--- config.mk ---
export PLATFORM = sky130hd
export DESIGN_NAME = yport_receiver
export DESIGN_NICKNAME = d
export VERILOG_FILES = /design/src/rtl/yport_pkg.sv /design/src/rtl/yport_fifo.sv /design/src/rtl/yport_receiver.sv
export SDC_FILE = /design/constraint.sdc
export NUM_CORES = 1
export LEC_CHECK = 0
export CAP_MARGIN = 20
export CORE_MARGIN = 2
export CORE_UTILIZATION = 25
export DETAILED_ROUTE_END_ITERATION = 10
export PLACE_DENSITY_LB_ADDON = 0.2
export SLEW_MARGIN = 30
export SYNTH_ARGS = -nofsm -noshare
export SYNTH_HDL_FRONTEND = slang
export SYNTH_SLANG_ARGS = --single-unit
--- constraint.sdc ---
create_clock -name clk -period 3.87 [get_ports clk]
set_clock_uncertainty 0.15 [all_clocks]
set_input_delay 0.774 -clock clk [delete_from_list [all_inputs] [get_ports clk]]
set_output_delay 0.774 -clock clk [all_outputs]
set_load 0.05 [all_outputs]
--- src/rtl/yport_pkg.sv ---
// yport_pkg: definitions shared by the Y-port receiver and the write buffer.
//   DEPTH_DEFAULT - default FIFO depth (a power of two, at least 2)
//   state_t       - handshake FSM states
//   parity_ok()   - parity check used on both sides of the link
package yport_pkg;

  localparam int DEPTH_DEFAULT = 4;

  typedef enum logic [1:0] {
    IDLE = 2'd0,
    HOLD = 2'd1,
    ACK  = 2'd2
  } state_t;

  // The check passes when the XOR of every data bit and the parity bit equals
  // the parity mode: 0 selects even parity, 1 selects odd parity.
  function automatic logic parity_ok(input logic [31:0] data,
                                     input logic        par,
                                     input logic        sel);
    return ((^data) ^ par) == sel;
  endfunction

endpackage

--- src/rtl/yport_fifo.sv ---
// yport_fifo: synchronous FIFO that holds accepted Y-port words.
//   clk, rst  - clock; asynchronous active-low reset (clears pointers and count)
//   push      - write wdata; ignored when full
//   pop       - drop the head word; ignored when empty
//   wdata     - word to write
//   rdata     - head word, or 0 when empty
//   full      - occupancy equals DEPTH
//   empty     - occupancy is 0
//   level     - occupancy, 0..DEPTH
module yport_fifo #(
  parameter int DEPTH = 4,
  parameter int WIDTH = 32
) (
  input  logic                     clk,
  input  logic                     rst,
  input  logic                     push,
  input  logic                     pop,
  input  logic [WIDTH-1:0]         wdata,
  output logic [WIDTH-1:0]         rdata,
  output logic                     full,
  output logic                     empty,
  output logic [$clog2(DEPTH):0]   level
);

  localparam int AW = $clog2(DEPTH);
  localparam int LW = AW + 1;
  localparam logic [LW-1:0] DEPTH_L = LW'(DEPTH);

  logic [WIDTH-1:0] mem [DEPTH];
  logic [AW-1:0]    wr_ptr;
  logic [AW-1:0]    rd_ptr;
  logic [LW-1:0]    count;
  logic             do_push;
  logic             do_pop;

  assign full    = (count == DEPTH_L);
  assign empty   = (count == '0);
  assign do_push = push && !full;
  assign do_pop  = pop && !empty;
  assign level   = count;
  assign rdata   = empty ? '0 : mem[rd_ptr];

  // NOTE: the storage array has no reset; validity is tracked solely by the
  // reset pointers and count, so stale contents are never observable.
  always_ff @(posedge clk) begin
    if (do_push) mem[wr_ptr] <= wdata;
  end

  // Pointers wrap naturally because DEPTH is a power of two.
  always_ff @(posedge clk or negedge rst) begin
    if (!rst) begin
      wr_ptr <= '0;
      rd_ptr <= '0;
      count  <= '0;
    end else begin
      if (do_push) wr_ptr <= wr_ptr + AW'(1);
      if (do_pop)  rd_ptr <= rd_ptr + AW'(1);
      case ({do_push, do_pop})
        2'b10:   count <= count + LW'(1);
        2'b01:   count <= count - LW'(1);
        default: count <= count;
      endcase
    end
  end

endmodule

--- src/rtl/yport_receiver.sv ---
// yport_receiver: receives 32-bit words from a write buffer over a 4-phase
// YREQ/YACK handshake, checks their parity and queues good words in a FIFO.
//   clk, rst        - clock; asynchronous active-low reset
//   YREQ            - request; YDATA/YPARITY are valid while it is high
//   YDATA, YPARITY  - word and its parity bit
//   PARITYSEL       - parity mode (0 even, 1 odd)
//   YACK            - registered acknowledge, high only in ACK
//   out_valid       - FIFO head word available
//   out_ready       - consumer accepts the head word
//   out_data        - FIFO head word (0 when empty)
//   level           - FIFO occupancy
//   par_err         - sticky parity-error flag
//   err_count       - saturating count of parity-failed words
//   err_clr         - synchronous clear of par_err/err_count (wins over a new error)
module yport_receiver
  import yport_pkg::*;
#(
  parameter int DEPTH = DEPTH_DEFAULT
) (
  input  logic                   clk,
  input  logic                   rst,
  input  logic                   YREQ,
  input  logic [31:0]            YDATA,
  input  logic                   YPARITY,
  input  logic                   PARITYSEL,
  output logic                   YACK,
  output logic                   out_valid,
  input  logic                   out_ready,
  output logic [31:0]            out_data,
  output logic [$clog2(DEPTH):0] level,
  output logic                   par_err,
  output logic [7:0]             err_count,
  input  logic                   err_clr
);

  state_t state;
  state_t next_state;
  logic   sample;
  logic   parity_pass;
  logic   push;
  logic   pop;
  logic   full;
  logic   empty;
  logic   err_event;
  logic   yack_q;

  assign parity_pass = parity_ok(YDATA, YPARITY, PARITYSEL);
  assign push        = sample && parity_pass;
  assign err_event   = sample && !parity_pass;
  assign out_valid   = !empty;
  assign pop         = out_valid && out_ready;
  assign YACK        = yack_q;

  // Fullness is the registered occupancy: a pop on the same edge does not
  // open a slot for a push until the following cycle.
  // NOTE: every signal written here gets a default first so no latch is inferred.
  always_comb begin
    next_state = state;
    sample     = 1'b0;
    case (state)
      IDLE: begin
        if (YREQ) begin
          if (!full) begin
            sample     = 1'b1;
            next_state = ACK;
          end else begin
            next_state = HOLD;
          end
        end
      end
      HOLD: begin
        if (!YREQ) begin
          next_state = IDLE;
        end else if (!full) begin
          sample     = 1'b1;
          next_state = ACK;
        end
      end
      ACK: begin
        if (!YREQ) next_state = IDLE;
      end
      default: next_state = IDLE;
    endcase
  end

  // YACK has its own flop so the write buffer sees a glitch-free level.
  // NOTE: sequential state uses non-blocking assignments only.
  always_ff @(posedge clk or negedge rst) begin
    if (!rst) begin
      state  <= IDLE;
      yack_q <= 1'b0;
    end else begin
      state  <= next_state;
      yack_q <= (next_state == ACK);
    end
  end

  always_ff @(posedge clk or negedge rst) begin
    if (!rst) begin
      par_err   <= 1'b0;
      err_count <= 8'd0;
    end else if (err_clr) begin
      par_err   <= 1'b0;
      err_count <= 8'd0;
    end else if (err_event) begin
      par_err <= 1'b1;
      if (err_count != 8'hFF) err_count <= err_count + 8'd1;
    end
  end

  yport_fifo #(
    .DEPTH (DEPTH),
    .WIDTH (32)
  ) u_fifo (
    .clk   (clk),
    .rst   (rst),
    .push  (push),
    .pop   (pop),
    .wdata (YDATA),
    .rdata (out_data),
    .full  (full),
    .empty (empty),
    .level (level)
  );

endmodule

Word level (Yosys, flattened, before mapping)
Memories as Yosys holds them, arrays and structs flattened.
Index checks and enable logic that the tools add are counted.
{"block": "classes", "addsub": 5, "n_eq_ne": 8, "n_mux": 18, "n_bitwise": 1, "n_reduce_logical": 16}
{"cell": "2-to-1 mux 32 bit", "n": 1}
{"cell": "XOR reduction 32 bit", "n": 1}
{"cell": "2-to-1 mux 8 bit", "n": 3}
{"cell": "2-to-1 mux 2 bit", "n": 5}
{"cell": "adder 8 x 1 -> 8 bit, second input constant", "n": 1}
{"cell": "!= test 8 bit, second input constant", "n": 1}
{"cell": "2-to-1 mux 1 bit", "n": 7}
{"cell": "equality test 2 bit, second input constant", "n": 3}
{"cell": "case mux 2 bit (3 select lines)", "n": 1}
{"cell": "case mux 3 bit (2 select lines)", "n": 1}
{"cell": "nonzero test 2 bit", "n": 3}
{"cell": "logical AND 1 bit", "n": 5}
{"cell": "adder 2 x 1 -> 2 bit, second input constant", "n": 2}
{"cell": "equality test 2 x 1 -> 1 bit, second input constant", "n": 2}
{"cell": "adder 3 x 1 -> 3 bit, second input constant", "n": 1}
{"cell": "equality test 3 bit, second input constant", "n": 1}
{"cell": "logical NOT 1 bit", "n": 3}
{"cell": "logical NOT 3 bit", "n": 1}
{"cell": "subtractor 3 x 1 -> 3 bit, second input constant", "n": 1}
{"cell": "logical NOT 2 bit", "n": 1}
{"cell": "AND reduction 2 bit", "n": 1}
{"cell": "OR reduction 2 bit", "n": 1}
{"cell": "equality test 1 bit", "n": 1}
{"cell": "bitwise XOR 1 bit", "n": 1}
{"block": "totals", "reg_bits": 19, "ram_bits": 128, "inputBits": 39, "out_inout_bits": 46, "word_cells": 56, "n_memories": 1}
{"name": "u_fifo.mem", "depth": 4, "width": 32, "read_ports": 1, "rd_ports_with_merged_regs": 0, "wr": 1, "line": "yport_fifo.sv:29", "rtl": "logic [WIDTH-1:0] mem [DEPTH];"}

Longest topological paths before layout
Gate-level depths: netlist of the first run.
{"block": "logic_depth", "word_depth": 8, "depth_mapped": 13, "ltp_nobuf": 12}

Cells and area by module
From an unflattened synthesis of the first run, not the netlist that was laid out.
{"block": "unflattened", "cells_unflattened": 343, "area_unflattened_um2": 6233.5}
{"mod": "yport_fifo", "n_inst": 1, "cells_each": 241, "area_each_um2": 5291.3, "seq_area_each_um2": 4018.9}
{"mod": "yport_receiver", "n_inst": 1, "cells_each": 102, "area_each_um2": 942.2, "seq_area_each_um2": 300.3}

Worst setup path before layout of the first run
Ideal clock, no wire load.
{"block": "synth_path", "path_type": "input to register", "start": "input port YDATA[15]", "end": "memory u_fifo.mem[0][0] (enable)", "setup_time_ns": 0.392, "t_arrival_ns": 2.867, "required_time_ns": 3.328, "slack_ns": 0.461, "cell_stages": 7, "n_path_buf": 1, "cell_sequence": "xor2_1 -> xnor2_1 -> xnor2_1 -> xnor3_1 -> buf_6 -> mux2i_4 -> and2_1"}
{"block": "synth_between", "elab_chain_len": 7}
{"item": "start, declared", "line": "yport_receiver.sv:23", "rtl": "input logic [31:0] YDATA,"}
{"item": "XOR reduction 32 bit", "line": "yport_pkg.sv:20", "rtl": "return ((^data) ^ par) == sel;"}
{"item": "bitwise XOR 1 bit", "line": "yport_pkg.sv:20"}
{"item": "equality test 1 bit", "line": "yport_pkg.sv:20"}
{"item": "logical AND 1 bit", "line": "yport_receiver.sv:48", "rtl": "assign push = sample && parity_pass;"}
{"item": "logical AND 1 bit", "line": "yport_fifo.sv:38", "rtl": "assign do_push = push && !full;"}
{"item": "2-to-1 mux 1 bit", "line": "yport_fifo.sv:46", "rtl": "if (do_push) mem[wr_ptr] <= wdata;"}
{"item": "2-to-1 mux 1 bit (implied by the code)", "line": "yport_fifo.sv:46"}
{"item": "end, declared", "line": "yport_fifo.sv:29"}
Every way passes these cells.

Final worst setup path of the first run
{"block": "layout_path", "start": "input port YDATA[14]", "end": "register u_fifo.count[2], in the netlist u_fifo.level[2]"}
{"block": "layout_between", "elab_chain_len": 7, "elab_cells_between_ends": 9, "classes_between": "eq/ne (3); mux (1); bitwise (1); reduce/logical (4)"}
{"item": "XOR reduction 32 bit *", "line": "yport_pkg.sv:20"}
{"item": "bitwise XOR 1 bit *", "line": "yport_pkg.sv:20"}
{"item": "equality test 1 bit *", "line": "yport_pkg.sv:20"}
{"item": "logical AND 1 bit *", "line": "yport_receiver.sv:48"}
{"item": "logical AND 1 bit *", "line": "yport_fifo.sv:38"}
{"item": "equality test 2 x 1 -> 1 bit / equality test 2 bit (equally long branches)", "line": "yport_fifo.sv:58", "rtl": "case ({do_push, do_pop})"}
{"item": "case mux 3 bit (2 select lines) / nonzero test 2 bit (equally long branches)"}
{"item": "end signal, assigned", "line": "yport_fifo.sv:59", "rtl": "2'b10: count <= count + LW'(1);"}
{"item": "end signal, assigned", "line": "yport_fifo.sv:60", "rtl": "2'b01: count <= count - LW'(1);"}
{"item": "end signal, assigned", "line": "yport_fifo.sv:61", "rtl": "default: count <= count;"}
{"item": "end, declared", "line": "yport_fifo.sv:32", "rtl": "logic [LW-1:0] count;"}
Mark *: on every way between the ends. The rest lies on a longest branch, timed or not.
A chain may end at the register's enable or synchronous reset.

==> metrics.txt, run 1 <==
initial core utilization between 20 and 30%; DRC Markers 0; flops & latches, synth ~150; Root Buffer clkbuf_16; DP Wirelength between 8 and 9 mm; critical path data arrival time approximately 3.7 ns; number of CTS-inserted buffers 17; run status complete, no violations; Worst path most repeated cell xor2_1; First DRT Iteration DRCs between 100 and 150; Setup crit end kind register; critical path peak fanout 2; via count 3452; overall power about 7.2 mW; WHS 0.152 ns; Final nets about 530; die width around 160 um; WP data required 4.06 ns; vias in the first global route around 3.7k; Peak supply drop around 0.46 mV; Sw Pwr around 2.8 mW; grt ovf 0; die footprint ~27000 um^2; # rows 58; Clock transition at path regs about 0.06 ns; most frequent cells in the layout 128 x edfxtp_1, 82 x clkdlybuf4s50_1, 33 x and2_1; Fin. Hold Viols 0; Fillers around 2.4k; mean routed wirelength per cell about 17 um; largest net degree at the start of global routing 35; Yosys warning count 0; WS Path Type input port to register; hold buffers post-CTS 0; worst path cell trace clkdlybuf4s50_1 > xor2_1 > xnor2_1 > xnor2_1 > buf_4 > xnor3_1 > mux2i_4 > inv_1 > ha_1 > inv_1 > fa_1 > xor2_1 > nor2_1 > xor2_1; first-pass GRT wire length roughly 21 mm; slew margin rel. between 60% and 70%; FF-to-FF Start u_fifo.level[2]; sequential fraction of design power between 20% and 30%; Critical Path Start YDATA[14]; Mapped Cells approximately 360; syn nets around 400; Sw Ratio ~39%; Pleak just under 3 nW; crit path buf inv count 4; core outline area around 25000 um^2; Final Max Tran Viols 0; Crit path max-delay family XOR/XNOR gates; layout cells sized above 1 23.8%; GRT Overall Usage 11.0%; max_cap viols 0; initial antenna violation count 1; mapped cell area ~6300 um^2; Clk Latency, worst-skew pair around 0.42 ns; Sink Count around 150; Max Root-Sink Buffers 2; number of distinct library cells after synthesis 35; most common cell after layout, fill and taps aside edfxtp_1; crit share post-route between 90% and 100%; die height around 160 um; Hold Crit Class input port to async pin; setup bufs post-CTS 0; Pint ~4.4 mW; RSZ-0062 raised after global routing no; Fmax achieved ~0.29 GHz; I/O pin count 85; P&R area growth vs syn 34.1%; # setup viols final 0; First-pass DRT Iterations 4; port bufs 84; antenna fix cells 0; sequential cell area fraction in the yosys report 68.1%; Comb pwr share between 40% and 50%; H-Tree Level Count 4; startpoint types input port; gpl congestion slightly above 0.7; PwrDens 843 nW/um^2; final wirelength about 14 mm; clock power share 23.8%; min Tclk post-route 3.50 ns; slowest stage cell, crit path clkdlybuf4s50_1; post_cts resized 0; CTS tree yes; Worst path max stage delay roughly 0.50 ns; Worst-Margin Slew between 0.5 and 0.6 ns; Via density ~4.2; Mapped Avg Cell Area between 15 and 20 um^2; post-route ant nets 0
-- routing by layer --
layer	wire length [um]	share of wire [%]	global-route usage [%]	vias up
li1	-	-	-	1598
met1	6350	46	13.8	1764
met2	6720	48	18.2	70
met3	610	4.4	3.10	18
met4	225	1.6	4.10	2
met5	12	0.086	0	-
-- metrics by stage --
step                      worst slack, ns  std cells  util (%)  setup TNS, ns  instance area [um^2]
after floorplan                     0.461        359         -              0                  6340
after global routing                0.156        822      34.0              0                  8510
after detailed placement          -0.0912        790      31.5        -0.0912                  7900
final                               0.367        822      34.0              0                  8510
after global placement           0.000681        790      31.5              0                  7900
after CTS                           0.336        822      34.0              0                  8510
-- final cells by class --
cell class / instances / area, um^2 / area share, %
flip-flops and latches: 147 / 4320 / 50.8
well taps: 330 / 413 / 4.85
multi-input cells: 190 / 1940 / 22.8
clock inverters: 15 / 190 / 2.24
repair buffers: 115 / 1190 / 14.0
clock buffers: 17 / 425 / 5.00
inverters: 8 / 30.0 / 0.353
-- power groups by stage --
stage               combinational (mW)  sequential, mW  clock [mW]
floorplan                         2.17            2.20           0
global placement                  3.41            2.15           0
detailed placement                3.41            2.16           0
CTS                               3.42            2.13        1.76
global route                      3.56            2.15        1.82
finish                            3.34            2.12        1.71
-- kinds of logic after synthesis --
| group | count (synthesis) | synth area share [%] |
|---|---|---|
| AND/OR/NAND/NOR | 89 | 7.42 |
| AO/OA/AOI/OAI | 8 | 0.967 |
| multiplexers | 48 | 14.6 |
| flip-flops | 147 | 68.1 |
| buffers and inverters | 22 | 1.46 |
| adder cells (fa/ha/maj) | 7 | 1.50 |
| XOR/XNOR | 38 | 5.92 |
-- synthesized netlist by cell type, drive strengths merged --
cell type / count / area (um^2)
o21ai: 1 / 5.00
inv: 8 / 30.0
o221a: 1 / 11.3
and2: 37 / 231
mux2i: 6 / 72.6
xor3: 1 / 23.8
and3: 1 / 6.26
nand2b: 1 / 6.26
ha: 6 / 75.1
a21oi: 1 / 5.00
o21a: 1 / 7.51
xnor3: 2 / 45.0
a31o: 2 / 17.5
nor2: 18 / 67.6
nand3: 7 / 35.0
mux4: 32 / 721
xnor2: 28 / 245
clkbuf: 10 / 37.5
or3: 1 / 6.26
xor2: 7 / 61.3
a31oi: 1 / 6.26
dfrtp: 19 / 475
nand2: 15 / 56.3
edfxtp: 128 / 3840
mux2: 10 / 135
o2bb2ai: 1 / 8.76
nand4: 1 / 6.26
fa: 1 / 20.0
buf: 4 / 25.0
nor2b: 6 / 37.5
and4: 2 / 17.5
-- state kept, by name (all words and copies together) (netlist names) --
signal         flops
u_fifo.rd_ptr      2
YACK               1
u_fifo.level       3
par_err            1
u_fifo.mem       128
err_count          8
state              2
u_fifo.wr_ptr      2
-- final timing paths --
kind,to,slack [ns],cells past startpoint
setup / recovery,u_fifo.level[2],0.37,14
hold / removal,err_count[5],0.15,1
setup reg to reg,u_fifo.level[2],1.40,9
hold reg to reg,par_err,0.36,1
max in group asynchronous,u_fifo.rd_ptr[1],3.07,1
min in group clk,par_err,0.36,1
-- worst reg2reg max path: cells and delay by family, from the launching register on --
family        cells  cell delay [ns]
xor+xnor          2             0.31
buf+inv           2             0.41
flops             1             0.45
simple gates      3             0.51
fa+ha+maj         2             0.57
Power figures use the tool's default switching activity.
==> run 2, diff against run 1 <==
- REMOVE_ABC_BUFFERS: unset -> 1
==> metrics.txt, run 2 (same netlist as run 1, synthesis figures left out) <==
run status complete, no violations (unchanged); Pint 4.25 mW (was 4.41 mW); first-pass GRT wire length 21.4 mm (was 21.5 mm); WP data required 2.95 ns (was 4.06 ns); P&R area growth vs syn 33.0% (was 34.1%); Sw Ratio 39.5% (was 38.6%); max reg flops 128 (unchanged); Comb pwr share 47.2% (was 46.6%); H-Tree Level Count 4 (unchanged); via count 3434 (was 3452); Post-Place Worst Slack -0.0902 ns (was -0.0912 ns); mean routed wirelength per cell 16.9 um (about the same); min Tclk post-route 3.58 ns (was 3.50 ns); most common cell after layout, fill and taps aside edfxtp_1 (unchanged); Peak supply drop 0.397 mV (was 0.457 mV); most frequent cells in the layout 128 x edfxtp_1, 83 x clkdlybuf4s50_1, 33 x and2_1 (was 128 x edfxtp_1, 82 x clkdlybuf4s50_1, 33 x and2_1); sequential fraction of design power 30.2% (was 29.6%); Clock transition at path regs 0.07 ns (was 0.06 ns); critical path peak fanout 22 (was 2); First DRT Iteration DRCs 225 (was 118); critical path data arrival time 2.66 ns (was 3.70 ns); Fmax achieved 0.279 GHz (was 0.285 GHz); port bufs 84 (unchanged); RSZ-0062 raised after global routing no (unchanged); PwrDens 833 nW/um^2 (was 843 nW/um^2); Final nets 527 (was 525); setup bufs post-CTS 0 (unchanged); Setup crit end kind primary output (was register); Worst path max stage delay 0.73 ns (was 0.50 ns); CTS tree yes (unchanged); Worst-Margin Slew 0.578 ns (was 0.552 ns); die width 163 um (unchanged); vias in the first global route 3788 (was 3737); die footprint 26700 um^2 (unchanged); clock power share 22.6% (was 23.8%); Sw Pwr 2.77 mW (about the same); I/O pin count 85 (unchanged); DP Wirelength 9.10 mm (was 8.91 mm); hold buffers post-CTS 0 (unchanged); final wirelength 14.0 mm (was 13.9 mm); Pleak 2.89 nW (was 2.92 nW); core outline area 25000 um^2 (unchanged); grt ovf 0 (unchanged); Via density 4.16 (was 4.20); First-pass DRT Iterations 4 (unchanged); post-route ant nets 0 (unchanged); Hold Crit Class input port to async pin (unchanged); WHS 0.156 ns (was 0.152 ns); final setup margin 0.289 ns (was 0.367 ns); crit share post-route 92.5% (was 90.5%); gpl congestion 0.728 (was 0.707); Largest Register u_fifo.mem (unchanged); initial antenna violation count 1 (unchanged); Fin. Hold Viols 0 (unchanged); GRT Overall Usage 10.9% (was 11.0%); worst path cell trace buf_4 > mux4_2 > and2_1 > clkdlybuf4s50_1 (was clkdlybuf4s50_1 > xor2_1 > xnor2_1 > xnor2_1 > buf_4 > xnor3_1 > mux2i_4 > inv_1 > ha_1 > inv_1 > fa_1 > xor2_1 > nor2_1 > xor2_1); # rows 58 (unchanged); WS Path Type register to primary output (was input port to register); largest net degree at the start of global routing 35 (unchanged); Root Buffer clkbuf_16 (unchanged); Max Root-Sink Buffers 2 (unchanged); area of placed instances 7860 um^2 (was 7900 um^2); number of CTS-inserted buffers 17 (unchanged); final instance area 8430 um^2 (was 8510 um^2); max_cap viols 0 (unchanged); initial core utilization 25.3% (unchanged); Clk Latency, worst-skew pair 0.41 ns (was 0.42 ns); layout cells sized above 1 23.7% (was 23.8%); die height 163 um (unchanged); # setup viols final 0 (unchanged); Sink Count 147 (unchanged); DRC Markers 0 (unchanged); startpoint types register (was input port); slowest stage cell, crit path clkdlybuf4s50_1 (unchanged); post_cts resized 0 (unchanged); Fillers 2414 (was 2416); Final Max Tran Viols 0 (unchanged); slew margin rel. 61.3% (was 63.1%)
-- run 2: final timing paths --
check	from	end	slack [ns]	cells past startpoint
max in group asynchronous	rst	u_fifo.rd_ptr[0]	3.05	1
min in group clk	par_err	par_err	0.35	1
max reg2reg	u_fifo.level[2]	u_fifo.level[2]	1.44	9
min	rst	err_count[0]	0.16	1
min reg2reg	par_err	par_err	0.35	1
max	u_fifo.rd_ptr[0]	out_data[16]	0.29	4
-- run 2: cell type report --
class                           count  area (um^2)  area share (%)
Inverter                            8         30.0           0.356
Clock buffer                       17          425            5.04
Tap cell                          330          413            4.90
Clock inverter                     15          146            1.74
Sequential cell                   147         4320            51.2
Antenna cell                        1         2.50          0.0297
Timing Repair Buffer              117         1160            13.7
Multi-Input combinational cell    190         1940            23.0
-- run 2: layer usage --
layer	up-vias	track usage (%)	share of wire (%)
li1	1601	-	-
met1	1763	13.1	44
met2	64	18.4	49
met3	6	4.49	6.1
met4	0	2.65	0.71
met5	-	0	0
-- run 2: power groups by stage --
| stage | registers, mW | clock network [mW] | logic (mW) |
|---|---|---|---|
| floorplan | 2.33 | 0 | 2.00 |
| global placement | 2.14 | 0 | 3.37 |
| detailed placement | 2.15 | 0 | 3.38 |
| CTS | 2.12 | 1.63 | 3.39 |
| global route | 2.15 | 1.70 | 3.54 |
| finish | 2.12 | 1.59 | 3.32 |
-- run 2: through the flow --
step | total power, mW | TNS, ns | util [%] | instances
final | 7.02 | 0 | 33.7 | 825
after global routing | 7.38 | 0 | 33.7 | 824
after CTS | 7.14 | 0 | 33.7 | 824
after detailed placement | 5.53 | -0.0902 | 31.4 | 792
after global placement | 5.51 | -0.0768 | 31.4 | 792
after floorplan | 4.33 | 0 | - | 345
-- run 2: critical path, delay by kind of cell, from the launching register on --
| kind | cells | cell delay (ns) |
|---|---|---|
| buf+inv | 2 | 1.16 |
| flops | 1 | 0.35 |
| mux | 1 | 0.56 |
| simple gates | 1 | 0.17 |
